[src/rtl/stream_nary_add.sv]
// stream_nary_add: joins N_IN token streams and combines their payloads (sum or unsigned max) into one stream.
// Latency: a fire in cycle t makes its token visible on out_din/out_write in cycle t+1.
// Backpressure: out_full_n low stalls the output FIFO; no input is read while the FIFO holds DEPTH tokens.
module stream_nary_add #(
   parameter int DATA_W = 32,
   parameter int N_IN   = 2,
   parameter int DEPTH  = 4,
   parameter int MODE   = 0
) (
   input  logic                        ap_clk,
   input  logic                        ap_rst,
   input  logic                        ap_start,
   output logic                        ap_ready,
   output logic                        ap_done,
   output logic                        ap_idle,
   input  logic [N_IN*(DATA_W+1)-1:0]  in_dout,
   input  logic [N_IN-1:0]             in_empty_n,
   output logic [N_IN-1:0]             in_read,
   output logic [DATA_W:0]             out_din,
   input  logic                        out_full_n,
   output logic                        out_write,
   output logic [31:0]                 elem_count,
   output logic                        eot_err
);

   localparam int AW = (DEPTH > 1) ? $clog2(DEPTH) : 1;
   localparam int CW = AW + 1;
   localparam int TW = DATA_W + 1;

   typedef enum logic [1:0] {
      S_IDLE  = 2'd0,
      S_RUN   = 2'd1,
      S_DRAIN = 2'd2,
      S_DONE  = 2'd3
   } state_t;

   state_t            r_state;
   state_t            w_state_nxt;

   // output FIFO storage; the head entry drives out_din directly from flops
   logic [TW-1:0]     r_mem [DEPTH];
   logic [AW-1:0]     r_wr_ptr;
   logic [AW-1:0]     r_rd_ptr;
   logic [CW-1:0]     r_count;

   logic              w_fifo_full;
   logic              w_fifo_empty;
   logic              w_push;
   logic              w_pop;
   logic [TW-1:0]     w_push_dat;

   logic [DATA_W-1:0] w_result;
   logic [N_IN-1:0]   w_eot;
   logic              w_all_vld;
   logic              w_all_eot;
   logic              w_any_eot;
   logic              w_fire;

   assign w_fifo_full  = (r_count == CW'(DEPTH));
   assign w_fifo_empty = (r_count == '0);

   // per-channel EOT extraction and the payload combine (sum wraps at DATA_W bits)
   always_comb begin
      w_result = '0;
      w_eot    = '0;
      for (int k = 0; k < N_IN; k++) begin
         w_eot[k] = in_dout[k*TW + DATA_W];
         if (MODE == 1) begin
            if (in_dout[k*TW +: DATA_W] > w_result) begin
               w_result = in_dout[k*TW +: DATA_W];
            end
         end else begin
            w_result = w_result + in_dout[k*TW +: DATA_W];
         end
      end
   end

   assign w_all_vld = &in_empty_n;
   assign w_all_eot = &w_eot;
   assign w_any_eot = |w_eot;

   // a full FIFO blocks the fire even if a pop happens in the same cycle
   assign w_fire = (r_state == S_RUN) && w_all_vld && !w_fifo_full;

   // any EOT (matched or not) closes the transfer with a single close token
   assign w_push_dat = w_any_eot ? {1'b1, {DATA_W{1'b0}}} : {1'b0, w_result};
   assign w_push     = w_fire;
   assign w_pop      = !w_fifo_empty && out_full_n;

   assign out_write  = w_pop;
   assign out_din    = r_mem[r_rd_ptr];

   // FIFO pointers, occupancy and storage; reset empties and zeroes everything
   always_ff @(posedge ap_clk or posedge ap_rst) begin
      if (ap_rst) begin
         for (int i = 0; i < DEPTH; i++) begin
            r_mem[i] <= '0;
         end
         r_wr_ptr <= '0;
         r_rd_ptr <= '0;
         r_count  <= '0;
      end else begin
         if (w_push) begin
            r_mem[r_wr_ptr] <= w_push_dat;
            r_wr_ptr        <= r_wr_ptr + AW'(1);
         end
         if (w_pop) begin
            r_rd_ptr <= r_rd_ptr + AW'(1);
         end
         case ({w_push, w_pop})
            2'b10:   r_count <= r_count + CW'(1);
            2'b01:   r_count <= r_count - CW'(1);
            default: r_count <= r_count;
         endcase
      end
   end

   // control state register
   always_ff @(posedge ap_clk or posedge ap_rst) begin
      if (ap_rst) begin
         r_state <= S_IDLE;
      end else begin
         r_state <= w_state_nxt;
      end
   end

   // next-state and handshake outputs; in_read is all-or-nothing on a fire
   always_comb begin
      w_state_nxt = r_state;
      ap_ready    = 1'b0;
      ap_done     = 1'b0;
      ap_idle     = 1'b0;
      in_read     = '0;
      case (r_state)
         S_IDLE: begin
            ap_idle = 1'b1;
            if (ap_start && !ap_rst) begin
               ap_ready    = 1'b1;
               w_state_nxt = S_RUN;
            end
         end
         S_RUN: begin
            if (w_fire) begin
               in_read = '1;
               if (w_any_eot) begin
                  w_state_nxt = S_DRAIN;
               end
            end
         end
         S_DRAIN: begin
            if (w_fifo_empty) begin
               w_state_nxt = S_DONE;
            end
         end
         S_DONE: begin
            ap_done     = 1'b1;
            w_state_nxt = S_IDLE;
         end
         default: begin
            w_state_nxt = S_IDLE;
         end
      endcase
   end

   // run statistics: cleared when a start is accepted, count saturates
   always_ff @(posedge ap_clk or posedge ap_rst) begin
      if (ap_rst) begin
         elem_count <= '0;
         eot_err    <= 1'b0;
      end else if (r_state == S_IDLE && ap_start) begin
         elem_count <= '0;
         eot_err    <= 1'b0;
      end else begin
         if (w_pop && !out_din[DATA_W] && (elem_count != 32'hFFFF_FFFF)) begin
            elem_count <= elem_count + 32'd1;
         end
         if (w_fire && w_any_eot && !w_all_eot) begin
            eot_err <= 1'b1;
         end
      end
   end

endmodule

[config.mk]
export PLATFORM = sky130hd
export DESIGN_NAME = stream_nary_add
export DESIGN_NICKNAME = d
export VERILOG_FILES = /design/src/rtl/stream_nary_add.sv
export SDC_FILE = /design/constraint.sdc
export NUM_CORES = 1
export LEC_CHECK = 0
export CELL_PAD_IN_SITES_DETAIL_PLACEMENT = 1
export CELL_PAD_IN_SITES_GLOBAL_PLACEMENT = 1
export CORE_AREA = 8 8 167 169
export CTS_CLUSTER_SIZE = 30
export DETAILED_ROUTE_END_ITERATION = 8
export DIE_AREA = 0 0 175 177
export GPL_TIMING_DRIVEN = 0
export PLACE_DENSITY_LB_ADDON = 0.1
export SYNTH_ARGS = -nofsm -noshare
export SYNTH_HDL_FRONTEND = slang
export SYNTH_SLANG_ARGS = --single-unit
[constraint.sdc]
create_clock -name ap_clk -period 7.5 [get_ports ap_clk]
set_clock_uncertainty 0.1 [all_clocks]
set_input_delay 0.75 -clock ap_clk [delete_from_list [all_inputs] [get_ports ap_clk]]
set_output_delay 0.75 -clock ap_clk [all_outputs]
set_load 0.05 [all_outputs]
==> impl_metrics.env <==
export IMPL_floorplan_io_pins=144
export IMPL_mappedNetlistNets=1086
export IMPL_hold_vio_cnt_final=0
export IMPL_worst_r2r_setup_slack_ps=4300
export IMPL_hp_class="reg -> reg"
export IMPL_globalplace_congestion=0.8487
export IMPL_antenna_found_initial=0
export IMPL_hold_buffers=0
export IMPL_whs_ps=375.2
export IMPL_floorplan_rows=59
export IMPL_power_leakage_nw=5.335
export IMPL_setup_total_negative_slack_ps=0
export IMPL_slowest_cell_delay_on_critical_path_ps=820
export IMPL_sequential_cell_area_fraction_in_the_yosys_report_pct=43.96
export IMPL_io_buffer_count=143
export IMPL_dpl_instance_area_sq_um=11790
export IMPL_viasPerCell=5.642
export IMPL_worst_skew_pair_late_latency_ps=430
export IMPL_diodes=0
export IMPL_combinational_share_of_power_pct=43.6
export IMPL_setup_viol=0
export IMPL_total_of_flip_flops_plus_latches_after_synthesis=174
export IMPL_combinational_family_with_the_most_area_after_synthesis="compound AO/OA/AOI/OAI gates"
export IMPL_final_design_area_no_fill_sq_um=12370
export IMPL_synth_main_ff_cell="sky130_fd_sc_hd__dfrtp_1"
export IMPL_portion_of_the_clock_cycle_consumed_by_the_worst_path_in_the_final_layout_pct=53.00
export IMPL_drcViolationCount=0
export IMPL_fill_cells=2835
export IMPL_worst_slew_pin_slew_ps=1145
export IMPL_power_clock_fraction_pct=21.5
export IMPL_cts_reportedPaths_clkPinSlew_ps=70
export IMPL_wirelength_microns=31430
export IMPL_cts_resized=0
export IMPL_clock_sinks=174
export IMPL_buffers_inserted_by_post_cts_timing_repair=0
export IMPL_antenna_left=0
export IMPL_yosys_area_top_type="sky130_fd_sc_hd__dfrtp_1"
export IMPL_clockBufferDepth=2
export IMPL_synthMuxAreaShare_pct=10.30
export IMPL_clock_tree_root_buffer_cell="sky130_fd_sc_hd__clkbuf_16"
export IMPL_placeableCoreArea_sq_um=25470
export IMPL_initial_core_util_pct=38.89
export IMPL_ir_drop_worst_vdd_v=0.0001838
export IMPL_crit_top_cell="sky130_fd_sc_hd__clkbuf_1"
export IMPL_hp_start="r_mem[38]"
export IMPL_sequential_cell_area_sq_um=4354
export IMPL_first_global_vias=9065
export IMPL_floorplan_die_height_microns=177
export IMPL_synth_edf_count=0
export IMPL_outcome="complete, no violations"
export IMPL_regToRegEndpoint="r_mem[61]"
export IMPL_grt_max_degree=114
export IMPL_finalNonFillerCells=1482
export IMPL_ys_async_sr_fraction_pct=100.0
export IMPL_timing_critical_path_to_type="output pin"
export IMPL_critPathSlowestCell="sky130_fd_sc_hd__clkdlybuf4s50_1"
export IMPL_path_cells="clkbuf_1 -> clkbuf_1 -> mux4_2 -> clkdlybuf4s50_1"
export IMPL_dieArea_sq_um=30980
export IMPL_synth_top_area_share_pct=43.96
export IMPL_fin_nets=1249
export IMPL_worstPathRequired_ps=6650
export IMPL_synth_simple_gate_area_share_pct=14.01
export IMPL_cts_made_buffers=17
export IMPL_area_used_by_multi_input_combinational_logic_sq_um=5236
export IMPL_wl_per_cell_microns=21.21
export IMPL_synth_adder_area_share_pct=5.584
export IMPL_dp_hpwl_microns=23440
export IMPL_worst_endpoint_arrival_ps=3120
export IMPL_internal_power_mw=2.373
export IMPL_ys_top_cells_by_area="sky130_fd_sc_hd__dfrtp_1, sky130_fd_sc_hd__mux4_2, sky130_fd_sc_hd__ha_1"
export IMPL_first_pass_grt_wire_length_microns=51070
export IMPL_detail_route_iter0_violations=489
export IMPL_timing_hold_worst_endpoint="r_mem[38]"
export IMPL_holdPathStages=2
export IMPL_ys_types=60
export IMPL_cts_tree="built"
export IMPL_maxCapViolCount=0
export IMPL_synth_compound_area_share_pct=18.03
export IMPL_dp_cells=1450
export IMPL_final_min_clock_period_ps=3975
export IMPL_flop_pwr_share_pct=35.0
export IMPL_grt_use_total_pct=20.69
export IMPL_grt_ovfl_total=0
export IMPL_cts_htree_levels=4
export IMPL_synth_xor_area_share_pct=4.952
export IMPL_critical_path_peak_fanout=10
export IMPL_layout_drive_gt1_share_pct=8.370
export IMPL_p_switching_mw=1.658
export IMPL_detail_route_first_pass_iterations=4
export IMPL_max_slew_margin_pct=23.38
export IMPL_finish_utilization_pct=48.55
export IMPL_areaGrowthSynthToFinish_pct=24.85
export IMPL_worst_r2r_cell_count=8
export IMPL_unrepaired_setup_endpoints_after_global_routing="false"
export IMPL_max_clock_freq_mhz=251.6
export IMPL_synth_cell_area_sq_um=9904
export IMPL_powerDensity_nw_per_um2=326.0
export IMPL_critPathKind="reg -> out"
export IMPL_route_vias_total=8361
export IMPL_postSynthAreaPerCell_sq_um=10.20
export IMPL_sw_frac_of_total_pct=41.13
export IMPL_r2r_startpoint="r_state[1]"
export IMPL_chip_width_microns=175
export IMPL_synthesis_instances=971
export IMPL_maxSlewViolCount=0
export IMPL_yosys_warnings=0
export IMPL_start_kind="flip-flop"
-- area by class of cell --
class	instances	share of cell area (%)
multi-input cells	717	42.35
flip-flops and latches	174	35.21
repair buffers	144	11.80
clock buffers	17	3.440
well taps	335	3.390
plain buffers	56	1.811
clock inverters	15	1.214
inverters	24	0.7892
-- how the worst max path moves through the flow --
stage	start	to
after floorplan	ap_rst	ap_ready
after global placement	ap_rst	ap_ready
after detailed placement	in_dout[33]	r_mem[59]
after CTS	r_rd_ptr[0]	out_din[23]
after global routing	r_rd_ptr[0]	out_din[23]
final	r_rd_ptr[1]	out_din[20]
-- cell usage in the layout, fill, tap and decap left out, types with 17 or more instances in the layout --
cell type,n
sky130_fd_sc_hd__mux4_2,33
sky130_fd_sc_hd__a21o_1,17
sky130_fd_sc_hd__nor2_1,62
sky130_fd_sc_hd__ha_1,41
sky130_fd_sc_hd__nand3_1,22
sky130_fd_sc_hd__a21oi_1,41
sky130_fd_sc_hd__nand2_1,129
sky130_fd_sc_hd__inv_1,23
sky130_fd_sc_hd__clkdlybuf4s50_1,143
sky130_fd_sc_hd__a22o_1,32
sky130_fd_sc_hd__o21ai_0,57
sky130_fd_sc_hd__o31ai_1,47
sky130_fd_sc_hd__xor2_1,34
sky130_fd_sc_hd__clkbuf_1,47
sky130_fd_sc_hd__xnor2_1,22
sky130_fd_sc_hd__dfrtp_1,174
sky130_fd_sc_hd__clkbuf_16,17
sky130_fd_sc_hd__nand4_1,18
-- power by group through the flow --
stage / clock [mW] / combinational, mW / sequential [mW]
global route: 0.917 / 1.91 / 1.45
detailed placement: 0 / 1.77 / 1.42
floorplan: 0 / 1.21 / 1.40
CTS: 0.883 / 1.78 / 1.41
global placement: 0 / 1.74 / 1.41
finish: 0.865 / 1.76 / 1.41
-- synth_stat cells, types with 13 or more instances --
cell	n
sky130_fd_sc_hd__xnor2_1	22
sky130_fd_sc_hd__a21o_1	17
sky130_fd_sc_hd__nor3_1	14
sky130_fd_sc_hd__xor2_1	34
sky130_fd_sc_hd__mux4_2	33
sky130_fd_sc_hd__mux2_2	13
sky130_fd_sc_hd__o31ai_1	47
sky130_fd_sc_hd__mux2i_1	13
sky130_fd_sc_hd__ha_1	41
sky130_fd_sc_hd__dfrtp_1	174
sky130_fd_sc_hd__nor2_1	62
sky130_fd_sc_hd__o21ai_0	57
sky130_fd_sc_hd__nand4_1	18
sky130_fd_sc_hd__nand2_1	129
sky130_fd_sc_hd__clkbuf_1	47
sky130_fd_sc_hd__a21oi_1	41
sky130_fd_sc_hd__nand3_1	22
sky130_fd_sc_hd__a22o_1	32
sky130_fd_sc_hd__inv_1	24
-- per-stage QoR --
| step | total power, mW | worst slack [ps] |
|---|---|---|
| after floorplan | 2.609 | 1543 |
| final | 4.031 | 3525 |
| after detailed placement | 3.189 | 3261 |
| after global routing | 4.268 | 3359 |
| after global placement | 3.149 | -1089 |
| after CTS | 4.071 | 3470 |
-- state kept, by name, summed over array words and instances, names as in the netlist --
name / flops
elem_count: 32
eot_err: 1
r_count: 3
r_mem: 132
r_rd_ptr: 2
r_state: 2
r_wr_ptr: 2
-- kinds of logic after synthesis --
| group | count (synthesis) |
|---|---|
| xor+xnor | 56 |
| mux | 59 |
| flops | 174 |
| simple gates | 300 |
| compound gates | 259 |
| fa+ha+maj | 43 |
| buf+inv | 80 |
-- metal layers --
| layer | track usage (%) | vias to the layer above | wire (microns) |
|---|---|---|---|
| met5 | 0 | - | 0 |
| met3 | 3.307 | 28 | 1458 |
| met2 | 34.46 | 218 | 15120 |
| met1 | 27.71 | 4219 | 14380 |
| met4 | 5.440 | 0 | 476 |
| li1 | - | 3896 | - |
-- critical path, delay by kind of cell (launching register included) --
kind                   cells  cell delay (ps)
flip-flops                 1              320
buffers and inverters      3             1960
multiplexers               1              410
(Power assumes the default switching activity.)
